## config.mk

```make
export PLATFORM = sky130hd
export DESIGN_NAME = clock_ratio_detector
export DESIGN_NICKNAME = d
export VERILOG_FILES = /design/src/rtl/clock_ratio_pkg.sv /design/src/rtl/edge_sync.sv /design/src/rtl/clock_ratio_detector.sv
export SDC_FILE = /design/constraint.sdc
export NUM_CORES = 1
export LEC_CHECK = 0
export BUFFER_PORTS_ARGS = -buffer_cell sky130_fd_sc_hd__buf_4
export CORE_MARGIN = 8
export CORE_UTILIZATION = 62
export DETAILED_ROUTE_END_ITERATION = 8
export HOLD_SLACK_MARGIN = 0.15
export PLACE_DENSITY = 0.85
export SETUP_SLACK_MARGIN = 0.02
export SLEW_MARGIN = 40
export SYNTH_ARGS = -nofsm -noshare
export SYNTH_HDL_FRONTEND = slang
export SYNTH_SLANG_ARGS = --single-unit
```

## constraint.sdc

```tcl
create_clock -name clk_in -period 5.4 [get_ports clk_in]
set_clock_uncertainty 0.15 [all_clocks]
set_input_delay 1.08 -clock clk_in [delete_from_list [all_inputs] [get_ports clk_in]]
set_output_delay 1.08 -clock clk_in [all_outputs]
set_load 0.02 [all_outputs]
```

## src/rtl/clock_ratio_pkg.sv

```systemverilog
// Shared types and constants for clock_ratio_detector.
package clock_ratio_pkg;

  typedef enum logic [1:0] {
    ST_IDLE,
    ST_ACQUIRE,
    ST_LOCKED
  } state_e;

  // Default TIMEOUT is this many expected input periods.
  localparam int unsigned TIMEOUT_MULT = 4;

  // Bits needed to hold any value in 0..max_val.
  function automatic int unsigned cnt_width(input int unsigned max_val);
    return $clog2(max_val + 1);
  endfunction

endpackage

```

## src/rtl/edge_sync.sv

```systemverilog
// Input conditioning for clock_ratio_detector: registers sig_i (through a
// 2-flop synchronizer when CLOCK_RATIO_DETECTOR_SYNC_EN is defined, a single
// register otherwise), then an edge register producing rise/fall pulses.
module edge_sync (
  input  logic clk_i,
  input  logic rst_i,
  input  logic sig_i,
  output logic rise_o,
  output logic fall_o
);

  logic s_q;
  logic s_d_q;

`ifdef CLOCK_RATIO_DETECTOR_SYNC_EN
  logic meta_q;

  // Two-flop synchronizer for an asynchronous input
  always_ff @(posedge clk_i) begin
    if (rst_i) begin
      meta_q <= 1'b0;
      s_q    <= 1'b0;
    end else begin
      meta_q <= sig_i;
      s_q    <= meta_q;
    end
  end
`else
  // Single register for an input already synchronous to clk_i
  always_ff @(posedge clk_i) begin
    if (rst_i) s_q <= 1'b0;
    else       s_q <= sig_i;
  end
`endif

  // Edge register: previous conditioned level
  always_ff @(posedge clk_i) begin
    if (rst_i) s_d_q <= 1'b0;
    else       s_d_q <= s_q;
  end

  // Rise/fall pulses, high for the single cycle the new level first appears
  always_comb begin
    rise_o = s_q & ~s_d_q;
    fall_o = ~s_q & s_d_q;
  end

endmodule

```

## src/rtl/clock_ratio_detector.sv

```systemverilog
// Measures a slow square wave in clk_in cycles, reports half-period and
// period, and flags lock to the expected CLK_IN/CLK_OUT ratio and timeout.
// Build option: CLOCK_RATIO_DETECTOR_SYNC_EN adds a 2-flop input synchronizer.
module clock_ratio_detector
  import clock_ratio_pkg::*;
#(
  parameter int unsigned CLK_IN     = 100,
  parameter int unsigned CLK_OUT    = 10,
  parameter int unsigned TOL        = 1,
  parameter int unsigned LOCK_COUNT = 4,
  parameter int unsigned TIMEOUT    = TIMEOUT_MULT * (CLK_IN / CLK_OUT),
  localparam int unsigned CW        = cnt_width(TIMEOUT)
) (
  input  logic          clk_in,
  input  logic          rst,
  input  logic          sig_in,
  output logic [CW-1:0] half_period,
  output logic [CW:0]   period,
  output logic          valid,
  output logic          locked,
  output logic          timeout
);

  localparam int unsigned HALF = (CLK_IN / CLK_OUT) / 2;
  localparam int unsigned GW   = cnt_width(LOCK_COUNT);
  localparam int unsigned LO_I = (TOL >= HALF) ? 0 : HALF - TOL;
  // Upper bound kept below TIMEOUT so a saturated count is never good.
  localparam int unsigned HI_I = (HALF + TOL >= TIMEOUT) ? TIMEOUT - 1 : HALF + TOL;

  localparam logic [CW-1:0] TMO     = CW'(TIMEOUT);
  localparam logic [CW-1:0] GOOD_LO = CW'(LO_I);
  localparam logic [CW-1:0] GOOD_HI = CW'(HI_I);
  localparam logic [GW-1:0] LOCK_N  = GW'(LOCK_COUNT);

  logic          rise, fall, sig_edge;
  state_e        state_q;
  logic [CW-1:0] hcnt_q, hcnt_d;
  logic [GW-1:0] good_cnt_q, good_cnt_inc;
  logic [CW-1:0] high_len_q;
  logic          high_vld_q;
  logic          good;
  logic [CW:0]   period_sum;
  logic [CW-1:0] half_period_q;
  logic [CW:0]   period_q;
  logic          valid_q, locked_q, timeout_q;

  edge_sync u_edge_sync (
    .clk_i  (clk_in),
    .rst_i  (rst),
    .sig_i  (sig_in),
    .rise_o (rise),
    .fall_o (fall)
  );

  // Level counter next value, capture quality and period sum
  always_comb begin
    sig_edge = rise | fall;
    hcnt_d   = hcnt_q;
    if (sig_edge)           hcnt_d = CW'(1);
    else if (hcnt_q != TMO) hcnt_d = hcnt_q + 1'b1;
    good         = (hcnt_q >= GOOD_LO) && (hcnt_q <= GOOD_HI);
    good_cnt_inc = (good_cnt_q == LOCK_N) ? good_cnt_q : good_cnt_q + 1'b1;
    // On a rising edge the running count is the low half just completed.
    period_sum   = {1'b0, hcnt_q} + {1'b0, high_len_q};
  end

  // Measurement FSM with registered outputs; an edge takes priority over timeout
  always_ff @(posedge clk_in) begin
    if (rst) begin
      state_q       <= ST_IDLE;
      hcnt_q        <= '0;
      good_cnt_q    <= '0;
      high_len_q    <= '0;
      high_vld_q    <= 1'b0;
      half_period_q <= '0;
      period_q      <= '0;
      valid_q       <= 1'b0;
      locked_q      <= 1'b0;
      timeout_q     <= 1'b0;
    end else begin
      hcnt_q  <= hcnt_d;
      valid_q <= 1'b0;
      case (state_q)
        ST_IDLE: begin
          if (sig_edge) begin
            state_q    <= ST_ACQUIRE;
            timeout_q  <= 1'b0;
            good_cnt_q <= '0;
            high_vld_q <= 1'b0;
          end else if (hcnt_q == TMO) begin
            timeout_q <= 1'b1;
          end
        end
        default: begin
          if (sig_edge) begin
            half_period_q <= hcnt_q;
            if (fall) begin
              high_len_q <= hcnt_q;
              high_vld_q <= 1'b1;
            end
            if (rise && high_vld_q) begin
              period_q <= period_sum;
              valid_q  <= 1'b1;
            end
            if (good) begin
              good_cnt_q <= good_cnt_inc;
              if (good_cnt_inc == LOCK_N) begin
                state_q  <= ST_LOCKED;
                locked_q <= 1'b1;
              end
            end else begin
              good_cnt_q <= '0;
              state_q    <= ST_ACQUIRE;
              locked_q   <= 1'b0;
            end
          end else if (hcnt_q == TMO) begin
            state_q    <= ST_IDLE;
            timeout_q  <= 1'b1;
            locked_q   <= 1'b0;
            good_cnt_q <= '0;
            high_vld_q <= 1'b0;
          end
        end
      endcase
    end
  end

  assign half_period = half_period_q;
  assign period      = period_q;
  assign valid       = valid_q;
  assign locked      = locked_q;
  assign timeout     = timeout_q;

endmodule
```

==> results.ini, run 1 <==
[layout]
area_growth_pct = 12.1
fin_cells = 255
antenna_cells = 0
fin_nets = 240
final_layout_size_suffix_gt1_share_pct = 15.6
fin_area_um2 = 1990
register_area_um2 = 721
multi_input_area_um2 = 995
fillerInstances = 199

[min_path]
min-delay-start = period[1]$_SDFFE_PP0P_
hold_path.class = reg -> reg

[synth]
avgSynthCellArea_um2 = 8.62
synth_top_cells_by_area = dfxtp_1 (41%), ha_1 (9.2%), nand2_1 (6.8%), a21oi_1 (6.5%), nor2_1 (3.6%)
ys.flop_type = dfxtp_1
postSynthCellCount = 206
syn_area_um2 = 1780
yosys.area.top_type = dfxtp_1
synth_top_area_share_pct = 40.6
ys_seq_area_share_pct = 40.6
synthArstFlopShare_pct = 0
synth_fp_nets = 223
synth_cell_types = 48
ys.warnings.count = 0
synth_seq_cells = 36
synth_edf_count = 0

[die]
initial_utilization_pct = 65.0
die_w_um = 69.5
die_y_um = 69.5
die-area_um2 = 4830
row_count = 19
boundaryPins = 19
core_um2 = 2730

[clock_network]
numCtsBuffers = 5
clock_path_buffers = 2
postCtsSetupBuffers = 0
htreeDepth = 2
cts_root_buf = clkbuf_4
cts.repair.resized = 0
ctsHoldBuffers = 0
insertion_delay_ps = 340
cts.sinks = 36
clkTransAtPathRegs_ps = 110
cts_tree = yes

[critical_path]
timing.rr.start = u_edge_sync.s_d_q$_SDFF_PP0_
crit_type = reg -> reg
critPathCaptureType = flip-flop
crit_path_start_kind = flip-flop
crit_start = u_edge_sync.s_d_q$_SDFF_PP0_
crit_fanout = 14
crit_required_ps = 5460
arrival_ps = 2440

[power_and_ir_drop]
swShare_pct = 24.0
p_sw_uw = 120
p_int_uw = 380
power.leakage_uw = 0.000775
pwr-share-seq_pct = 55.3
vdd_drop_max_uv = 256
power_frac_comb_pct = 7.2
power.density_nw_per_um2 = 251
clockPowerShare_pct = 37.5

[placement]
place_inst = 247
pre_cts_slack_ps = 2940
dp_hpwl_mm = 2.89
gp_congestion = 0.799
placed_cell_area_um2 = 1910
port_buffers = 18

[grt]
grt_max_degree = 33
grt_pass1_wl_mm = 6.92
grt.total_usage_pct = 16.8
grt_pass1_vias = 1597
antenna_found_initial = 0
grt-ovfl-total = 0

[sta]
hold_ws_ps = 318
drv_slew = 0
relSlewSlack_pct = 64.8
max_freq_ghz = 0.420
rsz0062_at_grt = no
period_needed_ps = 2380
fin_ws_ps = 3020
worst_pin_slew_ps = 527
totalNegativeSetupSlack_ps = 0
min_period_over_period_pct = 44.1
finalHoldViolations = 0
finalSetupViolCount = 0

[run]
max-cap-violations = 0

[drt]
drc = 0
route.vias.total = 1566
drtAntennaViolNets = 0
wl_mm = 3.90
first_pass_iters = 4
drt_iter0_markers = 112
viasPerCell = 6.14
wire_per_inst_um = 15.3

[status]
outcome = finished, final reports clean

## synth_stat cells, drive strengths merged (3+ instances only)
| cell type | n |
|---|---|
| inv | 7 |
| xor2 | 3 |
| nor4 | 4 |
| nor3 | 4 |
| xnor2 | 3 |
| o21ai | 5 |
| clkbuf | 5 |
| nand2 | 32 |
| nor2 | 18 |
| a21oi | 23 |
| buf | 3 |
| dfxtp | 36 |
| a211oi | 4 |
| ha | 13 |
| nand3 | 10 |
## power groups by stage
stage	combinational [uW]	clock [uW]	sequential, uW
after detailed placement	35.1	0	282
after floorplan	27.2	0	280
after global placement	33.2	0	282
after global routing	39.6	202	278
after CTS	35.4	190	276
final	35.9	188	277
## worst max-delay path: stages, from the launching register on
cell	delay, ps
dfxtp_1	360
inv_1	70
ha_1	440
o21ba_2	460
nand3_1	330
a31oi_1	280
o311ai_0	150
## flip-flops by register name (all words and copies together) (netlist names), 2 cells and up
name         flops
good_cnt_q       3
hcnt_q           6
state_q          2
period           7
high_len_q       6
half_period      6
## final timing paths
path	endpoint	slack, ps	cells past startpoint
worst max-delay path	period[5]$_SDFFE_PP0P_	3020	6
worst min-delay path	period[1]$_SDFFE_PP0P_	320	2
worst max register to register	period[5]$_SDFFE_PP0P_	3020	6
worst min register to register	period[1]$_SDFFE_PP0P_	320	2
## stage by stage
stage | total power (uW) | util [%]
floorplan | 308 | -
global placement | 315 | 69.9
detailed placement | 317 | 69.9
CTS | 502 | 72.7
global route | 519 | 72.9
finish | 500 | 72.9
## per-layer routing
metal  GRT usage [%]  vias to the layer above  share of wire (%)  wire [um]
met1            19.9                      732                 45       1750
li1                -                      767                  -          -
met3            6.15                       11                6.1        238
met4            7.29                        0                1.9         74
met5               0                        -                  0          0
met2            26.5                       56                 47       1840
## placed cells by master (no fill, tap or decap), drive strengths merged, types with 3 or more instances in the layout
master	instances
ha	13
a211oi	4
dfxtp	36
a21oi	23
nor4	4
xor2	3
clkbuf	6
nor3	4
o21ai	5
nand2	32
buf	18
nor2	18
inv	7
nand3	10
xnor2	3
## cells by family after synthesis
kind of cell | synth area share (%)
xor gates and xnor gates | 2.96
DFF | 40.6
adders and majority gates | 10.3
muxes | 0.563
buffers and inverters | 3.66
and+or+nand+nor | 23.4
AOI/OAI and AO/OA | 18.6
## area by class of cell
type | count | share of cell area (%)
clock buffer | 6 | 2.07
sequential | 36 | 36.2
multi-input combinational | 155 | 49.9
inverter | 7 | 1.32
clock inverter | 2 | 1.76
timing repair buffer | 18 | 6.78
tap | 31 | 1.95
(Power assumes the default switching activity.)
==> run 2, diff against run 1 <==
- ABC_AREA: default -> 1
- CORE_UTILIZATION: 62 -> 57
- PLACE_DENSITY: 0.85 -> 0.79
- clock period: 5.4 -> 2.35 ns (I/O delays scaled with it)
==> results.ini, run 2 <==
[layout]
fillerInstances = 280  ; +41%
antenna_cells = 0  ; unchanged
multi_input_area_um2 = 893  ; -10%
fin_nets = 269  ; +12%
fin_area_um2 = 1990  ; -0.13%
final_common_cell = nand2_1
largest_reg_flops = 7  ; unchanged
area_growth_pct = 13.2
final_layout_size_suffix_gt1_share_pct = 15.0  ; -0.61 points
register_area_um2 = 721  ; unchanged
final_cell_mix = nand2_1 (41), dfxtp_1 (36), inv_1 (25), nor2_1 (25), a21oi_1 (23)

[critical_path]
cpPeakStageDelay_ps = 370  ; -90 ps
crit_path_start_kind = flip-flop
arrival_ps = 1980  ; -460 ps
path_cells = inv_1, ha_1, nor2_2, nand3_1, inv_2, o21ai_0, a21oi_1
path_delay_family = simple AND/OR/NAND/NOR gates
crit_fanout = 10  ; -4
crit_type = reg -> reg
crit_required_ps = 2480  ; -2980 ps
cp_num_buf_inv = 2  ; +1
critPathCaptureType = flip-flop
slowest_stage = ha_1

[sta]
min_period_over_period_pct = 78.8  ; +35 points
max_freq_ghz = 0.540  ; +29%
relSlewSlack_pct = 77.7  ; +13 points
drv_slew = 0  ; unchanged
totalNegativeSetupSlack_ps = 0  ; unchanged
finalSetupViolCount = 0  ; unchanged
period_needed_ps = 1850  ; -532 ps
finalHoldViolations = 0  ; unchanged
hold_ws_ps = 188  ; -130 ps
worst_pin_slew_ps = 334  ; -194 ps
rsz0062_at_grt = no

[status]
outcome = finished, final reports clean

[placement]
dp_hpwl_mm = 2.63  ; -8.8%
gp_congestion = 0.841  ; +5.3%
placed_cell_area_um2 = 1910  ; about the same
port_buffers = 18  ; unchanged

[synth]
synth_common_cells = nand2_1 (41), dfxtp_1 (36), inv_1 (25), nor2_1 (25), a21oi_1 (23)
synth_top_cells_by_area = dfxtp_1 (41%), ha_1 (9.3%), nand2_1 (8.8%), a21oi_1 (6.5%), nand3_1 (6.0%)
ys.flop_type = dfxtp_1
synthArstFlopShare_pct = 0  ; unchanged
ys_seq_area_share_pct = 41.0  ; +0.43 points
synth_fp_nets = 248  ; +11%
synth_top_area_share_pct = 41.0  ; +0.43 points
avgSynthCellArea_um2 = 7.61  ; -12%
ys.warnings.count = 0  ; unchanged
yosysMostFrequentCell = nand2_1
syn_area_um2 = 1760  ; -1.1%
synth_edf_count = 0  ; unchanged
synth_cell_types = 29  ; -40%
synth_seq_cells = 36  ; unchanged
yosys.area.top_type = dfxtp_1
postSynthCellCount = 231  ; +12%

[clock_network]
cts_root_buf = clkbuf_4
clock_path_buffers = 2  ; unchanged
htreeDepth = 2  ; unchanged
insertion_delay_ps = 360  ; +20 ps
clkTransAtPathRegs_ps = 100  ; about the same
cts.repair.resized = 0  ; unchanged
cts_tree = yes
postCtsSetupBuffers = 0  ; unchanged
cts.sinks = 36  ; unchanged
ctsHoldBuffers = 0  ; unchanged
numCtsBuffers = 5  ; unchanged

[die]
core_um2 = 3000  ; +9.8%
initial_utilization_pct = 58.5  ; -6.4 points
die_w_um = 71.5  ; +2.9%
row_count = 20  ; +1
die_y_um = 71.5  ; +2.9%
boundaryPins = 19  ; unchanged
die-area_um2 = 5120  ; +5.9%

[min_path]
hold_path.class = in -> reg

[grt]
grt_max_degree = 22  ; -33%
grt_pass1_vias = 1469  ; -8.0%
antenna_found_initial = 0  ; unchanged
grt-ovfl-total = 0  ; unchanged
grt_pass1_wl_mm = 6.62  ; -4.3%
grt.total_usage_pct = 15.9  ; -0.97 points

[drt]
wire_per_inst_um = 12.8  ; -16%
first_pass_iters = 4  ; unchanged
route.vias.total = 1550  ; -1.0%
viasPerCell = 5.42  ; -12%
drt_iter0_markers = 68  ; -39%
drtAntennaViolNets = 0  ; unchanged
wl_mm = 3.67  ; -6.1%
drc = 0  ; unchanged

[run]
max-cap-violations = 0  ; unchanged

[power_and_ir_drop]
power.leakage_uw = 0.000895  ; +15%
power.density_nw_per_um2 = 589  ; +130%
vdd_drop_max_uv = 434  ; +70%

==> run 2: routing by layer <==
metal / vias to the layer above / share of wire, % / global-route usage [%]
li1: 790 / - / -
met3: 9 / 5.4 / 5.16
met1: 723 / 44 / 18.5
met5: - / 0 / 0
met4: 0 / 1.4 / 5.22
met2: 28 / 49 / 26.6
==> run 2: per-stage QoR <==
stage	setup slack, ps	util [%]	std cells	power [uW]
2_1_floorplan	714	-	231	716
3_3_place_gp	533	63.7	278	743
3_5_place_dp	528	63.7	278	746
4_1_cts	497	66.3	286	1170
5_1_grt	312	66.3	286	1220
6_report	499	66.3	286	1170
==> run 2: worst register-to-register path, cell delays in order (launching register included) <==
cell and delay (ps):
dfxtp_1 340, inv_1 60, ha_1 370, nor2_2 190, nand3_1 210, inv_2 210, o21ai_0 110, a21oi_1 150
==> run 2: layout make-up <==
| type | instances | area share (%) |
|---|---|---|
| Inverter | 28 | 5.41 |
| Tap cell | 33 | 2.08 |
| Clock inverter | 2 | 1.76 |
| Timing Repair Buffer | 20 | 7.55 |
| Sequential cell | 36 | 36.2 |
| Multi-Input combinational cell | 161 | 44.9 |
| Clock buffer | 6 | 2.08 |
==> run 2: logic make-up after synthesis <==
| family | Yosys count | synth area share, % |
|---|---|---|
| xor gates and xnor gates | 4 | 1.99 |
| buffers and inverters | 34 | 8.19 |
| AOI/OAI and AO/OA | 44 | 13.4 |
| DFF | 36 | 41.0 |
| adders and majority gates | 14 | 10.4 |
| and+or+nand+nor | 99 | 25.1 |
==> run 2: power by group <==
group	internal, uW	switching, uW
logic	33.9	63.3
clock network	223	216
registers	624	11.8
total	880	291
==> run 2: worst paths after layout <==
path | startpoint | to | slack [ps] | cells past startpoint
max reg2reg | u_edge_sync.s_d_q$_SDFF_PP0_ | period[2]$_SDFFE_PP0P_ | 500 | 7
max | u_edge_sync.s_d_q$_SDFF_PP0_ | period[2]$_SDFFE_PP0P_ | 500 | 7
min | sig_in | u_edge_sync.s_q$_SDFF_PP0_ | 190 | 3
min reg2reg | locked$_SDFFE_PP0P_ | locked$_SDFFE_PP0P_ | 310 | 2
==> run 3, diff against run 2 <==
- ABC_AREA: 1 -> 0
- clock period: 2.35 -> 1.9 ns (I/O delays scaled with it)
==> results.ini, run 3 (synthesis results as in run 1) <==
[layout]
fin_nets = 260  ; -3.3%
area_growth_pct = 25.5
fillerInstances = 231  ; -18%
final_layout_size_suffix_gt1_share_pct = 30.7  ; +16 points
final_cell_mix = buf_4 (36), nand2_1 (31), dfxtp_1 (31)
antenna_cells = 0  ; unchanged
largest_reg_flops = 7  ; unchanged
fin_cells = 277  ; -3.1%
final_common_cell = buf_4

[drt]
wl_mm = 4.15  ; +13%
drc = 0  ; unchanged
viasPerCell = 5.87  ; +8.2%
drt_iter0_markers = 163  ; +140%
first_pass_iters = 4  ; unchanged
wire_per_inst_um = 15.0  ; +17%
drtAntennaViolNets = 0  ; unchanged
route.vias.total = 1625  ; +4.8%

[die]
die_y_um = 71.8  ; +0.41%
die-area_um2 = 5160  ; +0.83%
initial_utilization_pct = 59.2  ; +0.63 points
core_um2 = 3000  ; unchanged
boundaryPins = 19  ; unchanged
row_count = 20  ; unchanged
die_w_um = 71.8  ; +0.41%

[grt]
grt.total_usage_pct = 16.4  ; +0.59 points
grt_max_degree = 18  ; -18%
grt-ovfl-total = 0  ; unchanged
grt_pass1_vias = 1529  ; +4.1%
grt_pass1_wl_mm = 6.81  ; +2.8%
antenna_found_initial = 0  ; unchanged

[sta]
fin_ws_ps = 2.16  ; -497 ps
totalNegativeSetupSlack_ps = 0  ; unchanged
finalSetupViolCount = 0  ; unchanged
finalHoldViolations = 0  ; unchanged
worst_pin_slew_ps = 370  ; +36.3 ps
min_period_over_period_pct = 99.9  ; +21 points
relSlewSlack_pct = 75.0  ; -2.7 points
period_needed_ps = 1900  ; +47.1 ps
drv_slew = 0  ; unchanged
rsz0062_at_grt = yes
hold_ws_ps = 177  ; -11.1 ps
max_freq_ghz = 0.527  ; -2.5%

[power_and_ir_drop]
power.leakage_uw = 0.000877  ; -2.0%
vdd_drop_max_uv = 454  ; +4.6%
power.density_nw_per_um2 = 602  ; +2.2%

[critical_path]
arrival_ps = 2000  ; +20 ps
crit_required_ps = 2010  ; -470 ps
r2r_cells = 6  ; -1
crit_path_start_kind = flip-flop
crit_type = reg -> reg
crit_fanout = 3  ; -7
r2r-end = period[4]$_SDFFE_PP0P_
crit_start = hcnt_q[0]$_SDFFE_PP0P_
timing.rr.start = hcnt_q[0]$_SDFFE_PP0P_
r2r_setup_slack_ps = 2  ; -500 ps
critPathCaptureType = flip-flop

[min_path]
min-delay-start = rst
min_to = period[2]$_SDFFE_PP0P_
hold_depth = 2  ; -1
hold_path.class = in -> reg

[status]
outcome = finished, final reports clean

[clock_network]
numCtsBuffers = 5  ; unchanged
clock_path_buffers = 2  ; unchanged
cts_tree = yes
clkTransAtPathRegs_ps = 110  ; about the same
cts_root_buf = clkbuf_4
htreeDepth = 2  ; unchanged
cts.sinks = 36  ; unchanged
insertion_delay_ps = 340  ; -20 ps

[run]
max-cap-violations = 0  ; unchanged

[placement]
dp_hpwl_mm = 3.04  ; +16%
pre_cts_slack_ps = -95.9  ; -624 ps
place_inst = 265  ; -4.7%
port_buffers = 18  ; unchanged
gp_congestion = 0.876  ; +4.1%

==> run 3: cell count changes in the layout (fill, tap and decap cells not counted), moves of 3 or more <==
cell | previous run | this run
nand4_1 | 4 | 1
buf_4 | 20 | 36
dfxtp_2 | 0 | 3
nand3_1 | 21 | 8
nor4_1 | 0 | 3
dfxtp_1 | 36 | 31
o21ai_0 | 16 | 3
inv_1 | 25 | 5
nand2_1 | 41 | 31
nor2_1 | 25 | 16
==> run 3: cell type report <==
class	instances	area (um2)	share of cell area, %
Multi-Input combinational cell	155	1070	48.2
Sequential cell	36	732	32.8
Timing Repair Buffer	38	292	13.1
Clock buffer	6	51.3	2.30
Tap cell	33	41.3	1.85
Inverter	7	28.8	1.29
Clock inverter	2	10.0	0.449
==> run 3: report_power, final <==
part | leakage (uW) | total (uW) | switching, uW | internal [uW]
combinational | 0.000544 | 134 | 77.2 | 56.8
clock | 0.0000380 | 431 | 255 | 176
sequential | 0.000294 | 777 | 13.2 | 764
total | 0.000877 | 1340 | 346 | 996
==> run 3: timing repair <==
item / CTS / global route
pin swaps: 0 / 11
endpoints found under the hold margin: 1 / 0
setup buffers: 0 / 3
gates resized for setup: 6 / 21
endpoints found under the setup margin: 6 / 17
hold buffers: 1 / 0
==> run 3: worst max-delay path by stage <==
stage	endpoint	slack, ps	depth (start not counted)
4_1_cts	locked$_SDFFE_PP0P_	10	6
5_1_grt	period[4]$_SDFFE_PP0P_	-40	6
3_5_place_dp	locked$_SDFFE_PP0P_	-100	6
2_1_floorplan	period[4]$_SDFFE_PP0P_	80	6
3_3_place_gp	period[4]$_SDFFE_PP0P_	10	6
6_report	period[4]$_SDFFE_PP0P_	2	6
==> run 3: stage by stage <==
stage                     utilization [%]  power, uW  area (um2)
after floorplan                         -        875        1780
after global placement               67.8        916        2040
after detailed placement             67.8        921        2040
after CTS                            71.1       1360        2140
after global routing                 74.3       1400        2230
final                                74.3       1340        2230
==> run 3: worst max-delay path, stage by stage (launching register included) <==
cell and delay (ps):
dfxtp_1 340, ha_1 220, fa_2 380, a21o_1 190, a211oi_2 260, nor4_2 70, a31o_2 210
==> run 3: metal layers <==
| metal | up-vias | track usage (%) | part of all wire, % |
|---|---|---|---|
| met5 | - | 0 | 0 |
| met4 | 0 | 7.03 | 1.6 |
| met3 | 12 | 4.88 | 5.2 |
| met2 | 47 | 29.1 | 52 |
| met1 | 758 | 17.6 | 41 |
| li1 | 808 | - | - |
